===== src/rtl/nv_nvdla_sdp_mrdma_ig_rd_req_split.sv =====
// Splits one MRDMA read request into burst-capped, alignment-safe DMA read chunks.
// Optional performance counters are enabled by defining SDP_MRDMA_RD_REQ_SPLIT_PERF_EN.
module nv_nvdla_sdp_mrdma_ig_rd_req_split #(
    parameter int MAX_BURST_ATOMS = 8,
    parameter int ALIGN_ATOMS     = 8
) (
    input  logic        nvdla_core_clk,
    input  logic        nvdla_core_rst,
    input  logic        cv_int_rd_req_valid_d1,
    output logic        cv_int_rd_req_ready_d1,
    input  logic [78:0] cv_int_rd_req_pd_d1,
    output logic        dma_rd_req_valid,
    input  logic        dma_rd_req_ready,
    output logic [78:0] dma_rd_req_pd
`ifdef SDP_MRDMA_RD_REQ_SPLIT_PERF_EN
    ,
    input  logic        perf_clr,
    output logic [31:0] perf_req_cnt,
    output logic [31:0] perf_chunk_cnt,
    output logic [31:0] perf_stall_cnt
`endif
);

    typedef enum logic {IDLE, SPLIT} state_t;

    state_t      state;
    logic [63:0] cur_addr;
    logic [15:0] remaining;

    // Atoms in the next chunk: limited by what is left, the burst cap and the next alignment boundary.
    function automatic logic [15:0] chunk_len(input logic [63:0] addr, input logic [15:0] rem);
        logic [63:0] offs;
        logic [63:0] to_bound;
        logic [63:0] len;
        offs     = (addr >> 5) & 64'(ALIGN_ATOMS - 1);
        to_bound = 64'(ALIGN_ATOMS) - offs;
        len      = {48'd0, rem};
        if (len > 64'(MAX_BURST_ATOMS)) len = 64'(MAX_BURST_ATOMS);
        if (len > to_bound) len = to_bound;
        return 16'(len);
    endfunction

    logic [15:0] cur_len;
    logic [63:0] nxt_addr;
    logic [15:0] nxt_rem;
    logic [15:0] nxt_len;
    logic [63:0] in_addr;
    logic [15:0] in_rem;
    logic [15:0] in_len;
    logic        fire;
    logic        last;
    logic        accept;

    assign cur_len  = {1'b0, dma_rd_req_pd[78:64]} + 16'd1;
    assign nxt_addr = cur_addr + (64'(cur_len) << 5);
    assign nxt_rem  = remaining - cur_len;
    assign nxt_len  = chunk_len(nxt_addr, nxt_rem);
    assign in_addr  = cv_int_rd_req_pd_d1[63:0];
    assign in_rem   = {1'b0, cv_int_rd_req_pd_d1[78:64]} + 16'd1;
    assign in_len   = chunk_len(in_addr, in_rem);

    assign fire   = dma_rd_req_valid && dma_rd_req_ready;
    assign last   = (nxt_rem == 16'd0);
    assign cv_int_rd_req_ready_d1 = (state == IDLE) || (fire && last);
    assign accept = cv_int_rd_req_valid_d1 && cv_int_rd_req_ready_d1;

    always_ff @(posedge nvdla_core_clk) begin
        if (nvdla_core_rst) begin
            state            <= IDLE;
            dma_rd_req_valid <= 1'b0;
            dma_rd_req_pd    <= '0;
            cur_addr         <= '0;
            remaining        <= '0;
        end else if (accept) begin
            // A new request loads directly, even while the last chunk of the previous one retires.
            cur_addr         <= in_addr;
            remaining        <= in_rem;
            dma_rd_req_pd    <= {15'(in_len - 16'd1), in_addr};
            dma_rd_req_valid <= 1'b1;
            state            <= SPLIT;
        end else if (fire) begin
            cur_addr  <= nxt_addr;
            remaining <= nxt_rem;
            if (last) begin
                dma_rd_req_valid <= 1'b0;
                state            <= IDLE;
            end else begin
                dma_rd_req_pd <= {15'(nxt_len - 16'd1), nxt_addr};
            end
        end
    end

`ifdef SDP_MRDMA_RD_REQ_SPLIT_PERF_EN
    function automatic logic [31:0] sat_inc(input logic [31:0] cnt);
        return (cnt == 32'hFFFF_FFFF) ? cnt : cnt + 32'd1;
    endfunction

    always_ff @(posedge nvdla_core_clk) begin
        if (nvdla_core_rst || perf_clr) begin
            perf_req_cnt   <= '0;
            perf_chunk_cnt <= '0;
            perf_stall_cnt <= '0;
        end else begin
            if (accept) perf_req_cnt <= sat_inc(perf_req_cnt);
            if (fire) perf_chunk_cnt <= sat_inc(perf_chunk_cnt);
            if (dma_rd_req_valid && !dma_rd_req_ready) perf_stall_cnt <= sat_inc(perf_stall_cnt);
        end
    end
`endif

endmodule

===== config.mk =====
export PLATFORM = sky130hd
export DESIGN_NAME = nv_nvdla_sdp_mrdma_ig_rd_req_split
export DESIGN_NICKNAME = d
export VERILOG_FILES = /design/src/rtl/nv_nvdla_sdp_mrdma_ig_rd_req_split.sv
export SDC_FILE = /design/constraint.sdc
export NUM_CORES = 1
export LEC_CHECK = 0
export CAP_MARGIN = 20
export CORE_MARGIN = 2
export CORE_UTILIZATION = 40
export CTS_CLUSTER_SIZE = 40
export DETAILED_ROUTE_END_ITERATION = 12
export DONT_BUFFER_PORTS = 1
export GPL_TIMING_DRIVEN = 0
export PLACE_DENSITY_LB_ADDON = 0.1
export SKIP_LAST_GASP = 1
export SYNTH_ARGS = -nofsm -noshare
export SYNTH_HDL_FRONTEND = slang
export SYNTH_SLANG_ARGS = --single-unit

===== constraint.sdc =====
create_clock -name nvdla_core_clk -period 9.9 [get_ports nvdla_core_clk]
set_clock_uncertainty 0.05 [all_clocks]
set_input_delay 0.495 -clock nvdla_core_clk [delete_from_list [all_inputs] [get_ports nvdla_core_clk]]
set_output_delay 0.495 -clock nvdla_core_clk [all_outputs]
set_load 0.01 [all_outputs]

* After elaboration in Yosys (flattened, before gate mapping)
Cells that the tools add are included.
Widths: inputs -> output; s select.
** Word-level totals
- Register bits after elaboration :: 160
- Bits of input ports :: 83
- Output and inout bits :: 81
- Word-level logic and storage cells :: 41
** Cells by class
- Add/sub/neg operators :: 8
- Order comparisons :: 4
- Equal/unequal tests :: 1
- Muxes and demuxes :: 14
- Bitwise logic cells :: 1
- Reduce and logical (&&, ||, !) cells :: 9
** Operator list (count)
- $mux 79 :: 3
- $gt 16x64->1 :: 2
- $mux 64 :: 2
- $add 64x21->64 :: 1
- $mux 16 :: 4
- $add 15x1->16 const B :: 2
- $gt 16x4->1 const B :: 2
- $mux 15 :: 2
- $sub 15x1->15 const B :: 2
- $logic_not 16->1 :: 1
- $sub 16x16->16 :: 1
- $sub 4x3->5 const A :: 2
- $reduce_and 2->1 :: 2
- $reduce_bool 2->1 :: 2
- $logic_and 1x1->1 :: 3
- $mux 1 :: 3
- $ne 2x1->1 const B :: 1
- $logic_or 1x1->1 :: 1
- $not 1->1 :: 1

* Longest topological paths before layout
Gate-level depths: netlist of run 1.
- Word-level depth :: 10
- Mapped depth :: 29
- Gate-level depth less buffers :: 27

* Least setup slack after synthesis of run 1
OpenSTA, ideal clock, no wires.
- Path kind :: register -> register
- From :: reg dma_rd_req_pd[66]
- To :: reg dma_rd_req_pd[67]
- Library setup time :: 86 ps
- Arrival :: 5909 ps
- Data required time :: 9764 ps
- Slack :: 3856 ps
- Cell stages (with the launch flop) :: 29
- Buffers on the path :: 3
- Period minus slack after synthesis :: 6044 ps
- Path through :: dfxtp_1 > nand4_1 > or2_2 > clkbuf_1 > nor2_1 > xor2_1 > inv_1 > ha_1 > clkbuf_1 > nand3_1 > o32ai_1 > nor2_1 > a21boi_0 > o211ai_1 > or4_4 > or3_1 > clkbuf_2 > nor2_1 > ha_1 > nor2b_1 > o21a_1 > o21a_1 > o21ai_0 > nand2_1 > or4_1 > o21ai_0 > o2111a_2 > nor3_1 > a211oi_1
** Between the ends
- Cells in the longest elaborated chain, start to end :: 10
- Elaborated cells between the ends (all ways) :: 19
- Classes of those cells :: add/sub (5); order compare (2); eq/ne (1); mux (5); reduce/logical (6)
** Ends and longest elaborated chain
- start, declared :: RTL line 14 : output logic [78:0] dma_rd_req_pd
- start signal, assigned :: RTL line 78 : dma_rd_req_pd <= {15'(in_len - 16'd1), in_addr};
- start signal, assigned :: RTL line 88 : dma_rd_req_pd <= {15'(nxt_len - 16'd1), nxt_addr};
- $add 15x1->16 (*) :: RTL line 54 : assign cur_len = {1'b0, dma_rd_req_pd[78:64]} + 16'd1;
- $sub 16x16->16 :: RTL line 56 : assign nxt_rem = remaining - cur_len;
- $gt 16x4->1 :: RTL line 38 : if (len > 64'(MAX_BURST_ATOMS)) len = 64'(MAX_BURST_ATOMS);
- $mux 16 :: RTL line 38
- $gt 16x64->1 :: RTL line 39 : if (len > to_bound) len = to_bound;
- $mux 15 :: RTL line 39
- $sub 15x1->15 :: RTL line 88
- $mux 79 :: RTL line 84 : if (last) begin
- $mux 79 :: RTL line 81 : end else if (fire) begin
- $mux 79 :: RTL line 74 : end else if (accept) begin
Mark *: on every way between the ends. The rest lies on a longest branch, timed or not. The select of a mux whose other input is x is not followed.
A chain may end at the register's enable or synchronous reset.

* Final worst setup path of run 1
- From :: reg dma_rd_req_pd[66]
- To :: reg dma_rd_req_pd[78]
The elaborated chain is that of the path after synthesis.

==> flow_summary.yaml, run 1 <==
power:
  p_sw_share_pct: 39.2
  clock_power_share_pct: 29.3
  p_seq_share_pct: 35.1
  p_comb_share_pct: 35.6
  p_sw_mw: 0.901
  vdd_drop_max_mv: 0.0906
  leakagePower_nw: 4.22
  p_int_mw: 1.40
  p_per_area_nw_per_um2: 211
global_routing:
  grt-ovfl-total: 0
  grt_use_total_pct: 26.0
  grt_pass1_wl_um: 52300
  antenna_found_initial: 1
  grt_max_degree: 17
  grt_pass1_vias: 9171
detailed_routing:
  drt_iter0_drc: 745
  drt_pass1_iterations: 5
  wl_per_cell_um: 20.9
  ant_nets: 0
  vias: 9332
  post-route-drc-count: 0
  viasPerCell: 5.73
  routed_wl_um: 34100
setup_path:
  max_stage_delay_ps: 610
  worstPathArrival_ps: 7740
  cp_num_buf_inv: 4
  crit_type: "reg2reg"
  path_delay_family: "simple AND/OR/NAND/NOR gates"
  cp_max_fo: 9
  ff2ff_setup_slack_ps: 2470
  crit_required_ps: 10210
  cp-start-kind: "register"
  slowest_stage: "dfxtp_1"
  cp-end-kind: "register"
  timing.critical_path.mode_cell: "nor2_1"
synth:
  synth_async_sr_flop_share_pct: 0
  synth-seq-cells: 160
  synth_area_um2: 9880
  yosysSeqAreaShare_pct: 32.4
  ys_types: 68
  synth_nets: 1403
  synth_warnings: 0
  synth_flop_cell: "dfxtp_1"
  syn_area_per_cell_um2: 7.77
  synth_edf_count: 0
  synthCells: 1272
cells_and_area:
  nets: 1422
  stdcell_count: 1629
  fillerInstances: 2515
  final_core_util_pct: 44.7
  seq_area_um2: 3200
  multi_input_area_um2: 6190
  drive_above_1_share_pct: 5.14
  syn_to_final_growth_pct: 10.0
clock_tree:
  cts_made_buffers: 17
  cts_setup_buffers: 0
  cts_tree: "built"
  cts_sinks: 160
  clock-root-buffer: "clkbuf_16"
  htree_levels: 4
  clock_path_buffers: 2
  clk_pin_slew_ps: 60
  cts.hold.buffers_added: 0
  cts-resized-gates: 0
  clk-insertion-delay-late_ps: 440
die:
  num_rows: 57
  die_w_um: 161
  design.core.area_um2: 24300
  dieHeight_um: 161
  io_pins: 164
  dieArea_um2: 26000
  initial_core_util_pct: 40.6
place:
  place_congestion: 0.922
  portBuffers: 0
  placedCellCount: 1596
  hpwlAfterDp_um: 26300
timing:
  holdWs_ps: 185
  maxSlewViolCount: 0
  max-slew-margin-rel_pct: 27.8
  finalSetupViolCount: 0
  fin_crit_ps: 7430
  fmax_ghz: 0.135
  tns_ps: 0
  post-route-period-util_pct: 75.1
  hold_viol_final: 0
  rsz0062_at_grt: "no"
  timing_worst_slew_pin_value_ps: 1080
run_status:
  status: "finished, final reports clean"
run:
  maxCapViolCount: 0
min_path:
  hold_class: "in2reg"
## routing by layer
layer	wire (µm)	GRT usage, %	up-vias
met5	0	0	-
met4	685	7.59	0
met3	2380	5.60	38
met2	15900	43.0	272
met1	15100	34.1	4425
li1	-	-	4597
## worst reg2reg max path, delay by kind of cell, from the launching register on
family,cells,cell delay [ps]
flip-flops,1,610
buffers and inverters,4,690
multiplexers,1,190
XOR/XNOR,1,320
adder cells (fa/ha/maj),2,510
AND/OR/NAND/NOR,11,2640
AO/OA/AOI/OAI,9,2360
## layout make-up
class                      instances  share of cell area [%]
clock inverter                    11                    1.22
tap                              324                    3.73
multi-input combinational        994                    57.0
sequential                       160                    29.5
inverter                          45                    1.55
buffer                            73                    2.92
clock buffer                      20                    4.11
antenna                            2                  0.0460
## cell families (layout without fill, tap and decap cells)
logic type,after synthesis,count (layout),share of synthesized area (%)
simple gates,479,479,22.9
compound gates,349,349,22.7
flops,160,160,32.4
buf+inv,118,149,4.93
xor+xnor,94,94,8.33
fa+ha+maj,48,48,6.23
mux,24,24,2.52
other cells,0,2,0
## cells in the mapped netlist (10+ instances only)
cell type  instances  area, µm²
a211oi_1          44        330
o211ai_1          23        173
clkbuf_1          54        203
xnor2_1           61        534
dfxtp_1          160       3200
a21o_1            19        143
nor4_1            10       62.6
nand2_1          166        623
mux2i_1           17        170
buf_2             13       65.1
a22o_1            12        105
a21oi_1           96        480
and3_1            30        188
ha_1              46        576
nor3_1            16       80.1
xor2_1            33        289
nand4_1           28        175
o22ai_1           24        150
nor2_1           113        424
o21a_1            13       97.6
nand3_1           60        300
inv_1             45        169
nand2b_1          11       68.8
o21ai_0           75        375
## cells in the final DEF, fill, tap and decap left out, drive strengths merged, types with 18 or more instances in the layout
cell type / count
a211oi: 44
a21o: 19
a21oi: 96
and3: 30
buf: 18
clkbuf: 75
dfxtp: 160
ha: 46
inv: 48
nand2: 166
nand3: 60
nand4: 28
nor2: 113
o211ai: 23
o21ai: 79
o22ai: 25
xnor2: 61
xor2: 33
## sequential cells by signal (all words and copies together), names as in the netlist
register,flops
cur_addr,64
remaining,16
state,1
dma_rd_req_pd,79
## path summary, 6_finish.rpt
kind	start	end	cells past startpoint
max reg2reg	dma_rd_req_pd[66]$_SDFFE_PP0P_	dma_rd_req_pd[78]$_SDFFE_PP0P_	28
min reg2reg	remaining[14]$_SDFFE_PP0P_	remaining[14]$_SDFFE_PP0P_	2
min	cv_int_rd_req_pd_d1[4]	cur_addr[4]$_SDFFE_PP0P_	2
max	dma_rd_req_pd[66]$_SDFFE_PP0P_	dma_rd_req_pd[78]$_SDFFE_PP0P_	28
## stage by stage
step | power (mW) | cell area [µm²] | setup slack [ps]
6_report | 2.30 | 10900 | 2470
5_1_grt | 2.42 | 10900 | 2010
4_1_cts | 2.29 | 10900 | 2570
3_5_place_dp | 1.62 | 10300 | 2580
3_3_place_gp | 1.62 | 10300 | 2620
2_1_floorplan | 1.40 | 9880 | 3860
## power groups by stage
stage | clock network, mW | logic [mW] | registers [mW]
after floorplan | 0 | 0.605 | 0.791
after global placement | 0 | 0.798 | 0.818
after detailed placement | 0 | 0.799 | 0.819
after CTS | 0.678 | 0.806 | 0.805
after global routing | 0.703 | 0.905 | 0.815
final | 0.674 | 0.818 | 0.806
Note: power is estimated with default switching activity, not from simulation.
==> inputs of run 2 (changes only) <==
==> constraint.sdc (replaced) <==
create_clock -name nvdla_core_clk -period 7.4 [get_ports nvdla_core_clk]
set_clock_uncertainty 0.05 [all_clocks]
set_input_delay 0.37 -clock nvdla_core_clk [delete_from_list [all_inputs] [get_ports nvdla_core_clk]]
set_output_delay 0.37 -clock nvdla_core_clk [all_outputs]
set_load 0.01 [all_outputs]
==> flow_summary.yaml, run 2 (same netlist as run 1, synthesis figures left out) <==
global_routing:
  grt_use_met2_pct: 43.0
  grt_pass1_wl_um: 52300
  grt_pass1_vias: 9171
  top_usage_layer: "met2"
  grt-ovfl-total: 0
  grt_max_degree: 17
  grt_use_total_pct: 26.0
  grtUsageMet1_pct: 34.1
  antenna_found_initial: 1
  gr-usage-met3_pct: 5.60
clock_tree:
  clock-root-buffer: "clkbuf_16"
  clock_path_buffers: 2
  cts_made_buffers: 17
  cts_tree: "built"
  clk-insertion-delay-late_ps: 440
  cts_setup_buffers: 0
  cts_sinks: 160
  cts.hold.buffers_added: 0
  clk_pin_slew_ps: 60
  htree_levels: 4
cells_and_area:
  fillerInstances: 2515
  largest_reg_flops: 79
  drive_above_1_share_pct: 5.61
  fin_area_um2: 10900
  top_register: "dma_rd_req_pd"
  final_common_cell: "nand2_1"
  reg.largest.list: "dma_rd_req_pd x79, cur_addr x64, remaining x16"
  syn_to_final_growth_pct: 10.2
  stdcell_count: 1628
  nets: 1421
  layout_common_cells: "166 x nand2_1, 156 x dfxtp_1, 113 x nor2_1"
place:
  placedCellCount: 1596
  portBuffers: 0
  hpwlAfterDp_um: 26300
  place_area_um2: 10300
  place_congestion: 0.922
detailed_routing:
  routed_wl_um: 34200
  viasPerCell: 5.71
  drt_pass1_iterations: 5
  ant_nets: 0
  post-route-drc-count: 0
  wl_per_cell_um: 21.0
  drt_iter0_drc: 730
  vias: 9289
setup_path:
  cp-start-kind: "register"
  crit_required_ps: 7710
  cp-end-kind: "register"
  crit_type: "reg2reg"
  worstPathArrival_ps: 7240
  cp_max_fo: 9
power:
  power_mw: 3.08
  vdd_drop_max_mv: 0.121
  p_per_area_nw_per_um2: 283
  leakagePower_nw: 4.22
die:
  dieHeight_um: 161
  initial_core_util_pct: 40.6
  num_rows: 57
  dieArea_um2: 26000
  io_pins: 164
  die_w_um: 161
  design.core.area_um2: 24300
run_status:
  status: "finished, final reports clean"
timing:
  max-slew-margin-rel_pct: 26.6
  holdWs_ps: 59.2
  fin_crit_ps: 6930
  maxSlewViolCount: 0
  finalSetupViolCount: 0
  rsz0062_at_grt: "no"
  fmax_ghz: 0.144
  post-route-period-util_pct: 93.7
  timing_worst_slew_pin_value_ps: 1100
  hold_viol_final: 0
  tns_ps: 0
run:
  maxCapViolCount: 0
min_path:
  hold_class: "in2reg"
-- run 2: repair_timing --
action,CTS,global route
endpoints found under the hold margin,0,0
resized for setup,0,7
endpoints found under the setup margin,0,14
-- run 2: final cells by class --
| cell class | instances | area [µm²] | area share, % |
|---|---|---|---|
| Tap cell | 324 | 405 | 3.72 |
| Multi-Input combinational cell | 994 | 6210 | 57.0 |
| Antenna cell | 2 | 5.00 | 0.0460 |
| Clock inverter | 11 | 133 | 1.22 |
| Buffer | 72 | 314 | 2.88 |
| Sequential cell | 160 | 3210 | 29.5 |
| Inverter | 45 | 169 | 1.55 |
| Clock buffer | 20 | 447 | 4.10 |
-- run 2: final timing paths --
kind / start / endpoint / slack, ps / cells after the start
hold reg to reg: remaining[0]$_SDFFE_PP0P_ / remaining[0]$_SDFFE_PP0P_ / 410 / 2
setup reg to reg: dma_rd_req_pd[68]$_SDFFE_PP0P_ / dma_rd_req_pd[78]$_SDFFE_PP0P_ / 470 / 27
hold / removal: cv_int_rd_req_pd_d1[4] / cur_addr[4]$_SDFFE_PP0P_ / 60 / 2
setup / recovery: dma_rd_req_pd[68]$_SDFFE_PP0P_ / dma_rd_req_pd[78]$_SDFFE_PP0P_ / 470 / 27
-- run 2: report_power, final --
group | internal (mW) | total (mW) | switching [mW]
logic | 0.405 | 1.10 | 0.693
clock network | 0.508 | 0.902 | 0.394
registers | 0.958 | 1.08 | 0.122
total | 1.87 | 3.08 | 1.21
-- run 2: worst max-delay path, stage by stage (launching register included) --
cell and delay (ps):
dfxtp_1 520, nand4_1 150, or2_2 310, clkbuf_1 160
nor2_1 130, xor2_1 310, inv_1 80, ha_1 440
nand3_1 170, o32ai_1 330, nor2_1 150, a21boi_1 240
o211ai_1 160, or4_4 570, or3_1 390, clkbuf_2 170
nor2_1 110, ha_1 240, nor2b_1 140, o21a_1 160
o21a_1 170, o21ai_0 290, nand2_1 80, or4_1 390
o21ai_0 230, mux2i_1 200, o22ai_2 310, a21boi_1 190
-- run 2: stage by stage --
step | setup slack (ps) | util [%]
CTS | 69.4 | 44.7
floorplan | 1360 | -
global route | 41.2 | 44.7
detailed placement | 77.6 | 42.3
finish | 470 | 44.8
global placement | 123 | 42.3
-- run 2: metal layers --
metal / vias up / part of all wire, %
li1: 4594 / -
met1: 4400 / 45
met2: 253 / 46
met3: 42 / 6.6
met4: 0 / 2.1
met5: - / 0
==> inputs of run 3 (changes only) <==
--- a/config.mk
+++ b/config.mk
@@ -12,6 +12,7 @@
 export DETAILED_ROUTE_END_ITERATION = 12
 export DONT_BUFFER_PORTS = 1
 export GPL_TIMING_DRIVEN = 0
+export MAX_ROUTING_LAYER = met4
 export PLACE_DENSITY_LB_ADDON = 0.1
 export SKIP_LAST_GASP = 1
 export SYNTH_ARGS = -nofsm -noshare
==> constraint.sdc (replaced) <==
create_clock -name nvdla_core_clk -period 6.3 [get_ports nvdla_core_clk]
set_clock_uncertainty 0.05 [all_clocks]
set_input_delay 0.315 -clock nvdla_core_clk [delete_from_list [all_inputs] [get_ports nvdla_core_clk]]
set_output_delay 0.315 -clock nvdla_core_clk [all_outputs]
set_load 0.01 [all_outputs]
==> flow_summary.yaml, run 3 (same netlist as run 1, synthesis figures left out) <==
setup_path:
  max_stage_delay_ps: 590
  cp-start-kind: "register"
  worstPathArrival_ps: 6260
  cp-end-kind: "register"
  cp-startpoint: "dma_rd_req_pd[64]$_SDFFE_PP0P_"
  crit_chain: "ha_2 -> nand3_1 -> xnor2_2 -> inv_1 -> ha_1 -> a21o_1 -> or3_1 -> a2111oi_2 -> o211ai_1 -> or4_4 -> or3_4 -> nor2_2 -> ha_1 -> nor2b_1 -> o21a_1 -> o21a_1 -> o21a_1 -> o311ai_1 -> o21ai_1 -> ha_1 -> xor2_1 -> a22o_1"
  cp_max_fo: 8
  r2r-start: "dma_rd_req_pd[64]$_SDFFE_PP0P_"
  crit_type: "reg2reg"
  slowest_stage: "or4_4"
  crit_required_ps: 6570
min_path:
  min-delay-start: "cv_int_rd_req_pd_d1[4]"
  hold_class: "in2reg"
die:
  num_rows: 57
  initial_core_util_pct: 40.6
  design.core.area_um2: 24300
  dieHeight_um: 161
  dieArea_um2: 26000
  io_pins: 164
  die_w_um: 161
cells_and_area:
  fin_area_um2: 11200
  drive_above_1_share_pct: 9.69
  largest_reg_flops: 79
  nets: 1430
  reg.largest.list: "dma_rd_req_pd x79, cur_addr x64, remaining x16"
  layout_common_cells: "166 x nand2_1, 152 x dfxtp_1, 108 x nor2_1"
  final_core_util_pct: 46.1
  top_register: "dma_rd_req_pd"
  syn_to_final_growth_pct: 13.6
  fillerInstances: 2501
  final_common_cell: "nand2_1"
timing:
  rsz0062_at_grt: "no"
  setup_ws_ps: 307
  tns_ps: 0
  finalSetupViolCount: 0
  fin_crit_ps: 5990
  fmax_ghz: 0.167
  post-route-period-util_pct: 95.1
  max-slew-margin-rel_pct: 28.0
  holdWs_ps: 7.56
  timing_worst_slew_pin_value_ps: 1080
  maxSlewViolCount: 0
  hold_viol_final: 0
global_routing:
  grt_pass1_wl_um: 52800
  antenna_found_initial: 1
  grt_pass1_vias: 9222
  grt-ovfl-total: 0
  grt_max_degree: 17
  grt_use_total_pct: 26.9
detailed_routing:
  post-route-drc-count: 0
  viasPerCell: 5.78
  wl_per_cell_um: 21.1
  drt_iter0_drc: 686
  routed_wl_um: 34500
  vias: 9457
  drt_pass1_iterations: 5
  ant_nets: 0
clock_tree:
  clock_path_buffers: 2
  htree_levels: 4
  clk-insertion-delay-late_ps: 430
  cts_sinks: 160
  cts_made_buffers: 17
  cts.hold.buffers_added: 0
  cts_tree: "built"
  clk_pin_slew_ps: 60
  clock-root-buffer: "clkbuf_16"
power:
  leakagePower_nw: 4.33
  p_per_area_nw_per_um2: 333
  p_int_mw: 2.28
  p_sw_mw: 1.47
  p_comb_share_pct: 37.6
  clock_power_share_pct: 28.3
  vdd_drop_max_mv: 0.149
  p_seq_share_pct: 34.1
  p_sw_share_pct: 39.2
place:
  place_ws_ps: -1020
  place_congestion: 0.938
  place_area_um2: 10300
  portBuffers: 0
  hpwlAfterDp_um: 26300
run:
  maxCapViolCount: 0
run_status:
  status: "finished, final reports clean"
## run 3: cell types whose count changed in the layout (fill, tap and decap cells not counted), sizes merged
cell,before,now
buf,18,32
clkbuf,74,69
## run 3: power groups by stage
stage | Clock, mW | Combinational (mW) | Sequential (mW)
finish | 1.06 | 1.41 | 1.28
global route | 1.10 | 1.55 | 1.29
floorplan | 0 | 0.950 | 1.24
global placement | 0 | 1.25 | 1.29
detailed placement | 0 | 1.26 | 1.29
CTS | 1.07 | 1.30 | 1.27
## run 3: layout make-up
cell class              count  area, µm²  share of cell area [%]
plain buffers              68        307                    2.73
clock inverters            11        133                    1.18
repair buffers             13       97.6                   0.870
well taps                 324        405                    3.61
inverters                  45        169                    1.51
flip-flops and latches    160       3230                    28.7
clock buffers              20        447                    3.98
multi-input cells         994       6430                    57.3
diodes                      2       5.00                  0.0446
## run 3: path summary, 6_finish.rpt
| check | end | slack [ps] | cells after the start |
|---|---|---|---|
| max | dma_rd_req_pd[66]$_SDFFE_PP0P_ | 310 | 22 |
| min | cur_addr[4]$_SDFFE_PP0P_ | 8 | 2 |
| max reg2reg | dma_rd_req_pd[66]$_SDFFE_PP0P_ | 310 | 22 |
| min reg2reg | remaining[0]$_SDFFE_PP0P_ | 410 | 2 |
## run 3: timing repair
action                                  in CTS  in global routing
gates cloned                                 0                  0
gates resized for setup                     33                 39
pin swaps                                    4                 16
endpoints found under the setup margin      15                 15
setup buffers                                3                 10
## run 3: worst max-delay path: cells and delay by family, from the launching register on
kind / cells / cell delay, ps
buf+inv: 1 / 60
flops: 1 / 410
simple gates: 6 / 1750
compound gates: 9 / 2110
fa+ha+maj: 4 / 1110
xor+xnor: 2 / 400
## run 3: routing by layer
metal	GRT usage, %	vias up	share of wire [%]
met1	34.3	4545	44
met4	6.13	0	1.5
met5	-	-	0
met2	44.0	258	47
li1	-	4615	-
met3	5.39	39	6.9
## run 3: metrics by stage
stage | std cells | power [mW]
6_report | 1637 | 3.74
5_1_grt | 1636 | 3.94
4_1_cts | 1627 | 3.64
3_5_place_dp | 1596 | 2.54
3_3_place_gp | 1596 | 2.54
2_1_floorplan | 1272 | 2.19
